<file path="config.mk">
export PLATFORM = sky130hd
export DESIGN_NAME = led_sequence_controller
export DESIGN_NICKNAME = d
export VERILOG_FILES = /design/src/rtl/led_seq_pkg.sv /design/src/rtl/button_debounce.sv /design/src/rtl/led_sequence_controller.sv
export SDC_FILE = /design/constraint.sdc
export NUM_CORES = 1
export LEC_CHECK = 0
export CORE_MARGIN = 1
export CORE_UTILIZATION = 27
export CTS_BUF_LIST = sky130_fd_sc_hd__clkbuf_8
export CTS_CLUSTER_SIZE = 12
export DETAILED_ROUTE_END_ITERATION = 16
export GPL_TIMING_DRIVEN = 0
export SLEW_MARGIN = 40
export SYNTH_ARGS = -nofsm -noshare
export SYNTH_HDL_FRONTEND = slang
export SYNTH_SLANG_ARGS = --single-unit
export TNS_END_PERCENT = 100
</file>
<file path="constraint.sdc">
create_clock -name clk -period 5.25 [get_ports clk]
set_input_delay 1.3125 -clock clk [delete_from_list [all_inputs] [get_ports clk]]
set_output_delay 1.3125 -clock clk [all_outputs]
set_load 0.01 [all_outputs]
</file>
<file path="src/rtl/led_seq_pkg.sv">
// led_seq_pkg: shared state encoding, seed patterns and field widths for the LED sequencer.
package led_seq_pkg;
  typedef enum logic [1:0] {IDLE = 2'b00, RUN = 2'b01, PAUSE = 2'b10} state_t;
  localparam int SPEED_W = 2;
  localparam int PAT_W = 2;
  localparam logic [7:0] SEED [0:3] = '{8'h01, 8'h03, 8'h55, 8'h0F};
endpackage

</file>
<file path="src/rtl/button_debounce.sv">
// button_debounce: 2-FF synchronizer, stability-count debouncer and rising-edge press pulse.
module button_debounce #(
  parameter int DEBOUNCE_CYC = 1_000_000
) (
  input  logic clk,
  input  logic rst,
  input  logic btn_raw,
  output logic press
);
  localparam int CW = $clog2(DEBOUNCE_CYC + 1);
  localparam logic [CW-1:0] LAST = CW'(DEBOUNCE_CYC - 1);
  logic s0, s1, db, db_q;
  logic [CW-1:0] cnt;
  always_ff @(posedge clk or negedge rst)
    if (!rst) begin
      s0 <= 1'b0;
      s1 <= 1'b0;
      db <= 1'b0;
      db_q <= 1'b0;
      press <= 1'b0;
      cnt <= '0;
    end else begin
      s0 <= btn_raw;
      s1 <= s0;
      db_q <= db;
      press <= db && !db_q;
      cnt <= (s1 == db || cnt == LAST) ? '0 : cnt + 1'b1;
      if (s1 != db && cnt == LAST) db <= s1;
    end
endmodule

</file>
<file path="src/rtl/led_sequence_controller.sv">
// led_sequence_controller: button-driven run/pause/stop sequencer for an 8-bit rotating LED bank.
module led_sequence_controller
  import led_seq_pkg::*;
#(
  parameter int TICK_BASE = 100_000_000,
  parameter int DEBOUNCE_CYC = 1_000_000
) (
  input  logic         clk,
  input  logic         rst,
  input  logic         btn_start,
  input  logic         btn_stop,
  input  logic         btn_dir,
  input  logic         btn_speed,
  input  logic         btn_pattern,
  output logic [7:0]   led,
  output logic [1:0]   state,
  output logic [SPEED_W-1:0] speed,
  output logic         dir
);
  localparam int CW = $clog2(TICK_BASE);
  logic [4:0] raw, press;
  logic p_start, p_stop, p_dir, p_speed, p_pat;
  state_t st, st_n;
  logic [CW-1:0] cnt, cnt_n, last;
  logic [7:0] led_n, rot;
  logic [SPEED_W-1:0] speed_n;
  logic [PAT_W-1:0] pat, pat_n;
  logic dir_n, run, idle, wrap;
  assign raw = {btn_pattern, btn_speed, btn_dir, btn_stop, btn_start};
  assign {p_pat, p_speed, p_dir, p_stop, p_start} = press;
  genvar b;
  for (b = 0; b < 5; b++) begin : db
    button_debounce #(.DEBOUNCE_CYC(DEBOUNCE_CYC)) u_db (
      .clk(clk), .rst(rst), .btn_raw(raw[b]), .press(press[b])
    );
  end
  assign state = st;
  assign run = st == RUN;
  assign idle = !(run || st == PAUSE);
  assign last = CW'((TICK_BASE >> speed) - 1);
  // A speed press restarts the period, so it also suppresses a step due on the same edge.
  assign wrap = run && cnt == last && !p_speed;
  assign rot = dir ? {led[0], led[7:1]} : {led[6:0], led[7]};
  always_comb begin
    st_n = idle ? IDLE : st;
    cnt_n = run ? (wrap ? '0 : cnt + 1'b1) : (idle ? '0 : cnt);
    led_n = wrap ? rot : led;
    speed_n = speed;
    dir_n = dir;
    pat_n = pat;
    if (p_stop) begin
      st_n = IDLE;
      led_n = SEED[pat];
      cnt_n = '0;
    end else begin
      if (p_start) st_n = run ? PAUSE : RUN;
      if (p_pat && idle) begin
        pat_n = pat + 2'd1;
        led_n = SEED[pat_n];
      end
      if (p_dir) dir_n = !dir;
      if (p_speed) begin
        speed_n = speed + 2'd1;
        cnt_n = '0;
      end
    end
  end
  always_ff @(posedge clk or negedge rst)
    if (!rst) begin
      st <= IDLE;
      cnt <= '0;
      led <= SEED[0];
      speed <= '0;
      dir <= 1'b0;
      pat <= '0;
    end else begin
      st <= st_n;
      cnt <= cnt_n;
      led <= led_n;
      speed <= speed_n;
      dir <= dir_n;
      pat <= pat_n;
    end
endmodule

</file>
==> out/qor.yml, run 1 <==
floorplan:
  die_w_um: 176
  pin_count: 20
  die_h_um: 176
  num_rows: 63
  core-area_sq_um: 29700
  start_util: 0.275
  die-area_sq_um: 31000
timing:
  fmax_ghz: 0.334
  slew_headroom: 0.476
  fin_ws_ps: 2260
  hold_viol_final: 0
  worstMarginPinSlew_ps: 782
  finalSetupViolations: 0
  slew_viol_final: 0
  post-route-period-util: 0.570
  hold-worst-slack_ps: 357
  period_minus_slack_ps: 2990
  rsz0062_at_grt: "false"
  clock_skew_ps: 11.1
synthesis:
  post-synth-top-count-cell: "dfrtp_1"
  synth_seq_cells: 167
  ys_seq_area_frac: 0.511
  synth_top_flop_cell: "dfrtp_1"
  syn-num-nets: 857
  synth_cells: 832
  synth_area_per_cell_sq_um: 9.83
  synth_edf_count: 0
  synth_top_cell_by_area: "dfrtp_1"
  syn_area_sq_um: 8180
  async_flop_share: 1.00
  synth_cell_types: 54
  yosysTopAreaCellShare: 0.508
  synthTopCellsByArea: "dfrtp_1 51%, xor2_1 6.4%, nor2_1 6.1%"
  yosysWarningCount: 0
  synthTopCellsByCount: "166 x dfrtp_1, 133 x nor2_1, 79 x nand2_1, 60 x xor2_1, 58 x nand3_1"
worst_setup_path:
  path_cells: "clkdlybuf4s50_1"
  r2r_end: "led[1]$_DFFE_PN0P_"
  critPathMaxFanout: 9
  cp-end-kind: "primary output"
  reg2reg_depth: 8
  cp.arrival_ps: 1680
  worst-path-stages: 1
  r2r_start: "speed[0]$_DFFE_PN0P_"
  cp_data_required_time_ps: 3940
  worst_setup_path_start_kind: "register"
  path_buf_inv: 1
  slowest_stage: "clkdlybuf4s50_1"
  rrSetupSlack_ps: 2390
  path_delay_family: "buffers and inverters"
  worst-setup-path-type: "reg2out"
  cpPeakStageDelay_ps: 630
cells_and_area:
  drive_gt1_frac: 0.0836
  final_nets: 897
  final_area_sq_um: 9330
  n_antenna_cell: 0
  syn_to_final_growth_pct: 14.1
  final_util: 0.314
placed_design:
  place_area_sq_um: 8930
  port_buffers: 19
  place_ws_ps: 2380
  dp_hpwl_mm: 11.1
  place_congestion: 0.808
pwr:
  power_density_nw_per_um2: 248
  p_leak_nw: 3.90
  vdd_drop_max_v: 0.000173
outcome:
  status: "finished clean"
drt:
  wire_per_inst_um: 12.6
  drt_iter0_markers: 357
  ant_nets: 0
  drc_errors: 0
  num_vias: 5893
  wl_mm: 16.0
  drt-pass1-iter-count: 4
  vias_per_cell: 4.62
clock_tree:
  clock_latency_ps: 460
  cts_resized: 0
  hold_buffers: 0
  cts_inserted_buffers: 17
  h-tree-depth: 4
  post_cts_buffers: 0
  tritoncts: "yes"
  root_buffer: "clkbuf_8"
  numClockSinks: 167
  cts_buffer_depth: 2
  clk_pin_slew_ps: 90
global_route:
  antenna_found_initial: 0
  gr-usage-all-layers: 0.112
  grt_pass1_wl_mm: 28.3
  grt_pass1_vias: 5846
  grt_remaining_overflow: 0
  grt_max_degree: 68
min_path:
  min_path_cells: 0
  hp-start: "db[3].u_db.s0$_DFF_PN0_"
  whs_endpoint: "db[3].u_db.s1$_DFF_PN0_"
  min_path_type: "reg2reg"
flow_run:
  maxCapViolCount: 0
per-layer routing:
| metal | share of wire | GRT usage |
|---|---|---|
| met2 | 0.46 | 0.177 |
| met4 | 0.0078 | 0.0315 |
| met5 | 0 | 0 |
| met1 | 0.50 | 0.150 |
| met3 | 0.033 | 0.0289 |
cell families after synthesis:
kind of cell / Yosys count / synth area share
AO/OA/AOI/OAI: 77 / 0.0600
XOR/XNOR: 99 / 0.106
adder cells (fa/ha/maj): 18 / 0.0275
buffers and inverters: 40 / 0.0217
flip-flops: 167 / 0.511
multiplexers: 18 / 0.0243
AND/OR/NAND/NOR: 413 / 0.249
how the worst max path moves through the flow:
| stage | from | to | slack, ps |
|---|---|---|---|
| 3_3_place_gp | rst | db[4].u_db.cnt[12]$_DFF_PN0_ | -4270 |
| 2_1_floorplan | speed[0]$_DFFE_PN0P_ | led[1]$_DFFE_PN0P_ | 2870 |
| 4_1_cts | speed[0]$_DFFE_PN0P_ | speed[0] | 2220 |
| 5_1_grt | speed[0]$_DFFE_PN0P_ | led[1]$_DFFE_PN0P_ | 2060 |
| 6_report | speed[0]$_DFFE_PN0P_ | speed[0] | 2260 |
| 3_5_place_dp | speed[0]$_DFFE_PN0P_ | led[1]$_DFFE_PN0P_ | 2380 |
area by class of cell:
class	count	area, sq um
Buffer	24	118
Inverter	16	60.1
Clock inverter	13	139
Sequential cell	167	4180
Clock buffer	19	262
Timing Repair Buffer	21	250
Fill cell	3040	20400
Tap cell	390	488
Multi-Input combinational cell	625	3830
per-stage QoR:
| step | total power (W) | TNS, ps | instances |
|---|---|---|---|
| global route | 0.00241 | 0 | 1275 |
| finish | 0.00231 | 0 | 1275 |
| floorplan | 0.00136 | 0 | 832 |
| global placement | 0.00140 | -707860 | 1241 |
| CTS | 0.00235 | 0 | 1275 |
| detailed placement | 0.00141 | 0 | 1243 |
sequential cells by signal (all words and copies together), names as in the netlist:
| name | cells |
|---|---|
| led | 8 |
| state | 2 |
| db.u_db.db_q | 5 |
| dir | 1 |
| db.u_db.cnt | 100 |
| speed | 2 |
| pat | 2 |
| db.u_db.s0 | 5 |
| db.u_db.s1 | 5 |
| db.u_db.press | 5 |
| db.u_db.db | 5 |
| cnt | 27 |
layout by cell type (no fill, tap or decap), types with 5 or more instances in the layout:
| cell type | synthesis | routed |
|---|---|---|
| nand2b_1 | 8 | 8 |
| ha_1 | 18 | 18 |
| a31oi_1 | 20 | 20 |
| mux2_2 | 11 | 11 |
| nor4_1 | 15 | 14 |
| nor2_1 | 133 | 133 |
| or3_1 | 7 | 7 |
| and3_1 | 20 | 20 |
| o21ai_0 | 12 | 12 |
| dfrtp_1 | 166 | 166 |
| buf_2 | 10 | 10 |
| nor2b_1 | 11 | 11 |
| inv_1 | 16 | 16 |
| nor3_1 | 22 | 22 |
| or2_2 | 5 | 5 |
| mux2i_1 | 6 | 6 |
| nand2_1 | 79 | 79 |
| nand4_1 | 20 | 20 |
| a21oi_1 | 24 | 24 |
| clkbuf_1 | 12 | 12 |
| clkbuf_8 | 0 | 19 |
| clkdlybuf4s50_1 | 0 | 18 |
| xnor2_1 | 39 | 39 |
| nand3_1 | 58 | 58 |
| xor2_1 | 60 | 60 |
power by group:
| part | internal (W) | leakage, nW | switching, W |
|---|---|---|---|
| clock | 0.000415 | 0.195 | 0.000517 |
| combinational | 0.0000220 | 1.41 | 0.0000483 |
| sequential | 0.00130 | 2.29 | 0.0000117 |
Power figures use the tool's default switching activity.
==> run 2: changes to the inputs <==
Clock period 5.25 ns to 2.98 ns, I/O delays scaled along.
==> out/qor.yml, run 2 (synthesized netlist as in run 1, its figures left out) <==
pwr:
  comb_power_share: 0.030  # about the same
  p_int_w: 0.00306  # +76%
  finalPower_w: 0.00407  # +76%
  p_sw_w: 0.00102  # +76%
  p_sw_frac: 0.249  # about the same
  p_leak_nw: 3.90  # about the same
  vdd_drop_max_v: 0.000306  # +76%
  clkPwrFrac: 0.403  # about the same
  power_density_nw_per_um2: 436  # +76%
  p_seq_frac: 0.566  # about the same
placed_design:
  dp_hpwl_mm: 11.1  # unchanged
  place_area_sq_um: 8930  # unchanged
  place_ws_ps: 105  # -2270 ps
  port_buffers: 19  # unchanged
  dp.cells: 1243  # unchanged
  place_congestion: 0.808  # unchanged
timing:
  hold-worst-slack_ps: 190  # -167 ps
  post-route-period-util: 0.888
  fin_ws_ps: 334  # -1920 ps
  clock_skew_ps: 11.2  # +0.0950 ps
  fmax_ghz: 0.378
  slew_headroom: 0.474  # -0.00187
  worstMarginPinSlew_ps: 781  # -0.976 ps
  slew_viol_final: 0  # unchanged
  finalSetupViolations: 0  # unchanged
  hold_viol_final: 0  # unchanged
  period_minus_slack_ps: 2650
  rsz0062_at_grt: "false"
clock_tree:
  h-tree-depth: 4  # unchanged
  cts_buffer_depth: 2  # unchanged
  clock_latency_ps: 460  # about the same
  cts_inserted_buffers: 17  # unchanged
  post_cts_buffers: 0  # unchanged
  tritoncts: "yes"
  root_buffer: "clkbuf_8"
  numClockSinks: 167  # unchanged
  clk_pin_slew_ps: 90  # about the same
floorplan:
  num_rows: 63  # unchanged
  core-area_sq_um: 29700  # unchanged
  start_util: 0.275  # unchanged
  die_h_um: 176  # unchanged
  die_w_um: 176  # unchanged
  pin_count: 20  # unchanged
  die-area_sq_um: 31000  # unchanged
drt:
  top_layer_used: "met4"
  drc_errors: 0  # unchanged
  wl_mm: 16.1  # about the same
  wl_met3_um: 540  # +0.93%
  num_vias: 5883  # -0.17%
  drt-pass1-iter-count: 6  # +2
  ant_nets: 0  # unchanged
  wire_per_inst_um: 12.6  # about the same
  drt-met1-wl_mm: 8.07  # about the same
  wl_met2_mm: 7.32  # about the same
  vias_per_cell: 4.61  # -0.17%
  drt_iter0_markers: 361  # +1.1%
cells_and_area:
  syn_to_final_growth_pct: 14.1  # about the same
  final_nets: 897  # unchanged
  layout_commonest_cell: "dfrtp_1"
  regMostFlops: "db.u_db.cnt"
  top_regs: "db.u_db.cnt: 100 flops, cnt: 27 flops, led: 8 flops"
  instances_no_fill: 1275  # unchanged
  largest_register_ffs: 100  # unchanged
  final_area_sq_um: 9330  # about the same
  n_antenna_cell: 0  # unchanged
  mostFrequentLayoutCells: "166 x dfrtp_1, 133 x nor2_1, 79 x nand2_1, 60 x xor2_1, 58 x nand3_1"
  drive_gt1_frac: 0.0847  # +0.00113
worst_setup_path:
  cpPeakStageDelay_ps: 410  # -220 ps
  rrSetupSlack_ps: 330  # -2060 ps
  reg2reg_depth: 9  # +1
  startpoint: "state[0]$_DFFE_PN0P_"
  cp-end-kind: "register"
  slowest_stage: "nand2_1"
  worst-setup-path-type: "reg2reg"
  cp_data_required_time_ps: 3360  # -580 ps
  r2r_end: "cnt[17]$_DFFE_PN0P_"
  cp.arrival_ps: 3020  # +1340 ps
  worst_setup_path_start_kind: "register"
  critPathMaxFanout: 10  # +1
  r2r_start: "state[0]$_DFFE_PN0P_"
  path_cells: "inv_1, ha_1, or3b_1, clkbuf_1, nand2_1, a21oi_4, buf_2, a21oi_1, a31oi_1"
min_path:
  min_path_type: "in2async"
global_route:
  grt_pass1_vias: 5846  # unchanged
  grt_remaining_overflow: 0  # unchanged
  gr-usage-all-layers: 0.112  # unchanged
  antenna_found_initial: 0  # unchanged
  grt_pass1_wl_mm: 28.3  # unchanged
  grt_max_degree: 68  # unchanged
outcome:
  status: "finished clean"
flow_run:
  maxCapViolCount: 0  # unchanged
## run 2: cell counts in the layout (fill, tap and decap cells not counted)
No cell type changed its count.
## run 2: what timing repair did
item,4_1_cts,5_1_grt
resized for setup,0,1
setup endpoints to repair,0,26
hold buffers,0,0
hold endpoints to repair,0,0
## run 2: layer usage
metal / GRT usage / vias to the layer above
met5: 0 / -
met4: 0.0315 / 0
met3: 0.0289 / 11
met2: 0.177 / 61
met1: 0.150 / 2856
li1: - / 2955
## run 2: worst max path at each step
stage	end	slack (ps)
after floorplan	led[1]$_DFFE_PN0P_	600
after global placement	db[4].u_db.cnt[12]$_DFF_PN0_	-5970
after detailed placement	led[1]$_DFFE_PN0P_	110
after CTS	led[1]$_DFFE_PN0P_	80
after global routing	cnt[18]$_DFFE_PN0P_	10
final	cnt[17]$_DFFE_PN0P_	330
## run 2: through the flow
stage                util  TNS, ps
detailed placement  0.300        0
global route        0.314        0
floorplan               -        0
CTS                 0.314        0
finish              0.314        0
global placement    0.298  -992170
## run 2: layout make-up
class | count | area, sq um
Fill cell | 3037 | 20400
Sequential cell | 167 | 4180
Multi-Input combinational cell | 625 | 3840
Tap cell | 390 | 488
Clock buffer | 19 | 262
Timing Repair Buffer | 21 | 250
Clock inverter | 13 | 139
Buffer | 24 | 118
Inverter | 16 | 60.1
## run 2: critical path: cells and delay by family, from the launching register on
kind | cells | cell delay (ps)
AOI/OAI and AO/OA | 3 | 670
adders and majority gates | 1 | 220
buffers and inverters | 3 | 730
and+or+nand+nor | 2 | 570
DFF | 1 | 380
## run 2: power by group through the flow
stage,registers [W],logic [W],clock network (W)
final,0.00231,0.000124,0.00164
after global routing,0.00231,0.000145,0.00179
after CTS,0.00231,0.000130,0.00171
after detailed placement,0.00235,0.000129,0
after global placement,0.00235,0.000119,0
after floorplan,0.00235,0.0000512,0
==> run 3: changes to the inputs <==
Settings changed: CORE_ASPECT_RATIO set to 0.5, REMOVE_ABC_BUFFERS set to 1.
==> out/qor.yml, run 3 (synthesized netlist as in run 1, its figures left out) <==
worst_setup_path:
  r2r_start: "speed[0]$_DFFE_PN0P_"
  cp-end-kind: "register"
  reg2reg_depth: 8  # -1
  path_delay_family: "compound AO/OA/AOI/OAI gates"
  rrSetupSlack_ps: 240  # -90 ps
  slowest_stage: "dfrtp_1"
  critPathMaxFanout: 19  # +9
  worst-path-stages: 8  # -1
  r2r_end: "cnt[21]$_DFFE_PN0P_"
  worst_setup_path_start_kind: "register"
  worst-setup-path-type: "reg2reg"
  path_cells: "inv_1, ha_1, xnor2_1, mux2i_1, nor3_4, a21oi_4, a41oi_1, a31oi_1"
  cpPeakStageDelay_ps: 610  # +200 ps
  cp.arrival_ps: 3090  # +70 ps
  cp_data_required_time_ps: 3330  # -30 ps
  path_buf_inv: 1  # -2
drt:
  drc_errors: 0  # unchanged
  wl_mm: 15.2  # -5.0%
  drt-pass1-iter-count: 7  # +1
  ant_nets: 0  # unchanged
  wire_per_inst_um: 12.2  # -3.3%
  drt_iter0_markers: 363  # +0.55%
  vias_per_cell: 4.64  # +0.51%
  num_vias: 5811  # -1.2%
cells_and_area:
  instances_no_fill: 1253  # -1.7%
  drive_gt1_frac: 0.0754  # -0.00934
  top_regs: "db.u_db.cnt: 100 flops, cnt: 27 flops, led: 8 flops"
  largest_register_ffs: 100  # unchanged
  final_nets: 874  # -2.6%
  regMostFlops: "db.u_db.cnt"
  layout_commonest_cell: "dfrtp_1"
  syn_to_final_growth_pct: 13.3
  n_antenna_cell: 0  # unchanged
  mostFrequentLayoutCells: "166 x dfrtp_1, 133 x nor2_1, 79 x nand2_1, 60 x xor2_1, 58 x nand3_1"
global_route:
  grt_remaining_overflow: 0  # unchanged
  grt_pass1_vias: 5827  # -0.33%
  grt_pass1_wl_mm: 27.1  # -4.2%
  grt_max_degree: 76  # +12%
  gr-usage-all-layers: 0.105  # -0.00677
  antenna_found_initial: 0  # unchanged
pwr:
  comb_power_share: 0.029  # about the same
  p_sw_w: 0.000915  # -10%
  p_seq_frac: 0.562  # -0.004
  finalPower_w: 0.00411  # +0.81%
  power_density_nw_per_um2: 443  # +1.5%
  vdd_drop_max_v: 0.000253  # -17%
  p_leak_nw: 3.87  # -0.71%
  clkPwrFrac: 0.410  # +0.007
  p_sw_frac: 0.223  # -0.0267
  p_int_w: 0.00319  # +4.4%
clock_tree:
  clock_latency_ps: 450  # about the same
  cts_buffer_depth: 2  # unchanged
  h-tree-depth: 4  # unchanged
  cts_inserted_buffers: 17  # unchanged
  tritoncts: "yes"
  root_buffer: "clkbuf_8"
  clk_pin_slew_ps: 90  # about the same
  numClockSinks: 167  # unchanged
  post_cts_buffers: 0  # unchanged
floorplan:
  start_util: 0.278  # +0.00299
  die_h_um: 125  # -29%
  die_w_um: 248  # +41%
  pin_count: 20  # unchanged
  core-area_sq_um: 29400  # -1.1%
  num_rows: 44  # -30%
  die-area_sq_um: 31000  # +0.13%
timing:
  clock_skew_ps: 17.6  # +6.40 ps
  post-route-period-util: 0.918  # +0.0302
  setup_tns_ps: 0  # unchanged
  fin_ws_ps: 244  # -90.0 ps
  finalSetupViolations: 0  # unchanged
  fmax_ghz: 0.365  # -3.3%
  hold_viol_final: 0  # unchanged
  slew_headroom: 0.502  # +0.0273
  worstMarginPinSlew_ps: 744  # -37.1 ps
  rsz0062_at_grt: "false"
  hold-worst-slack_ps: 134  # -56.4 ps
  slew_viol_final: 0  # unchanged
  period_minus_slack_ps: 2740  # +90.0 ps
outcome:
  status: "finished clean"
placed_design:
  dp_hpwl_mm: 10.3  # -7.1%
  place_ws_ps: -112  # -217 ps
  port_buffers: 19  # unchanged
  dp.cells: 1220  # -1.9%
  place_congestion: 0.797  # -1.4%
flow_run:
  maxCapViolCount: 0  # unchanged
min_path:
  min_path_type: "in2async"
[run 3: cell type report]
type                    count  area [sq um]
clock buffers              19           262
clock inverters            13           155
fillers                  3018         20100
inverters                  16          60.1
multi-input cells         626          3870
flip-flops and latches    167          4180
well taps                 391           489
repair buffers             21           250
[run 3: through the flow]
step | area, sq um | utilization
detailed placement | 8810 | 0.300
floorplan | 8060 | -
global placement | 8740 | 0.297
global route | 9270 | 0.315
CTS | 9250 | 0.315
finish | 9270 | 0.315
[run 3: what timing repair did]
action / 4_1_cts / 5_1_grt
resized for setup: 2 / 3
endpoints found under the setup margin: 14 / 20
cloned: 1 / 0
hold buffers: 0 / 0
[run 3: how the worst max path moves through the flow]
stage | from | to | slack, ps
2_1_floorplan | speed[0]$_DFFE_PN0P_ | cnt[26]$_DFFE_PN0P_ | 460
3_3_place_gp | rst | cnt[3]$_DFFE_PN0P_ | -5670
3_5_place_dp | db[1].u_db.press$_DFF_PN0_ | cnt[21]$_DFFE_PN0P_ | -110
4_1_cts | state[0]$_DFFE_PN0P_ | cnt[21]$_DFFE_PN0P_ | 110
5_1_grt | speed[0]$_DFFE_PN0P_ | cnt[24]$_DFFE_PN0P_ | 30
6_report | speed[0]$_DFFE_PN0P_ | cnt[21]$_DFFE_PN0P_ | 240
[run 3: metal layers]
layer,GRT usage,up-vias,share of wire
met5,0,-,0
met3,0.0247,12,0.029
li1,-,2896,-
met2,0.172,70,0.47
met4,0.0330,0,0.0095
met1,0.136,2833,0.49
[run 3: power groups by stage]
stage | Combinational (W) | Clock, W | Sequential (W)
floorplan | 0.0000467 | 0 | 0.00235
global placement | 0.000112 | 0 | 0.00235
detailed placement | 0.000123 | 0 | 0.00235
CTS | 0.000124 | 0.00174 | 0.00231
global route | 0.000138 | 0.00183 | 0.00231
finish | 0.000118 | 0.00168 | 0.00231
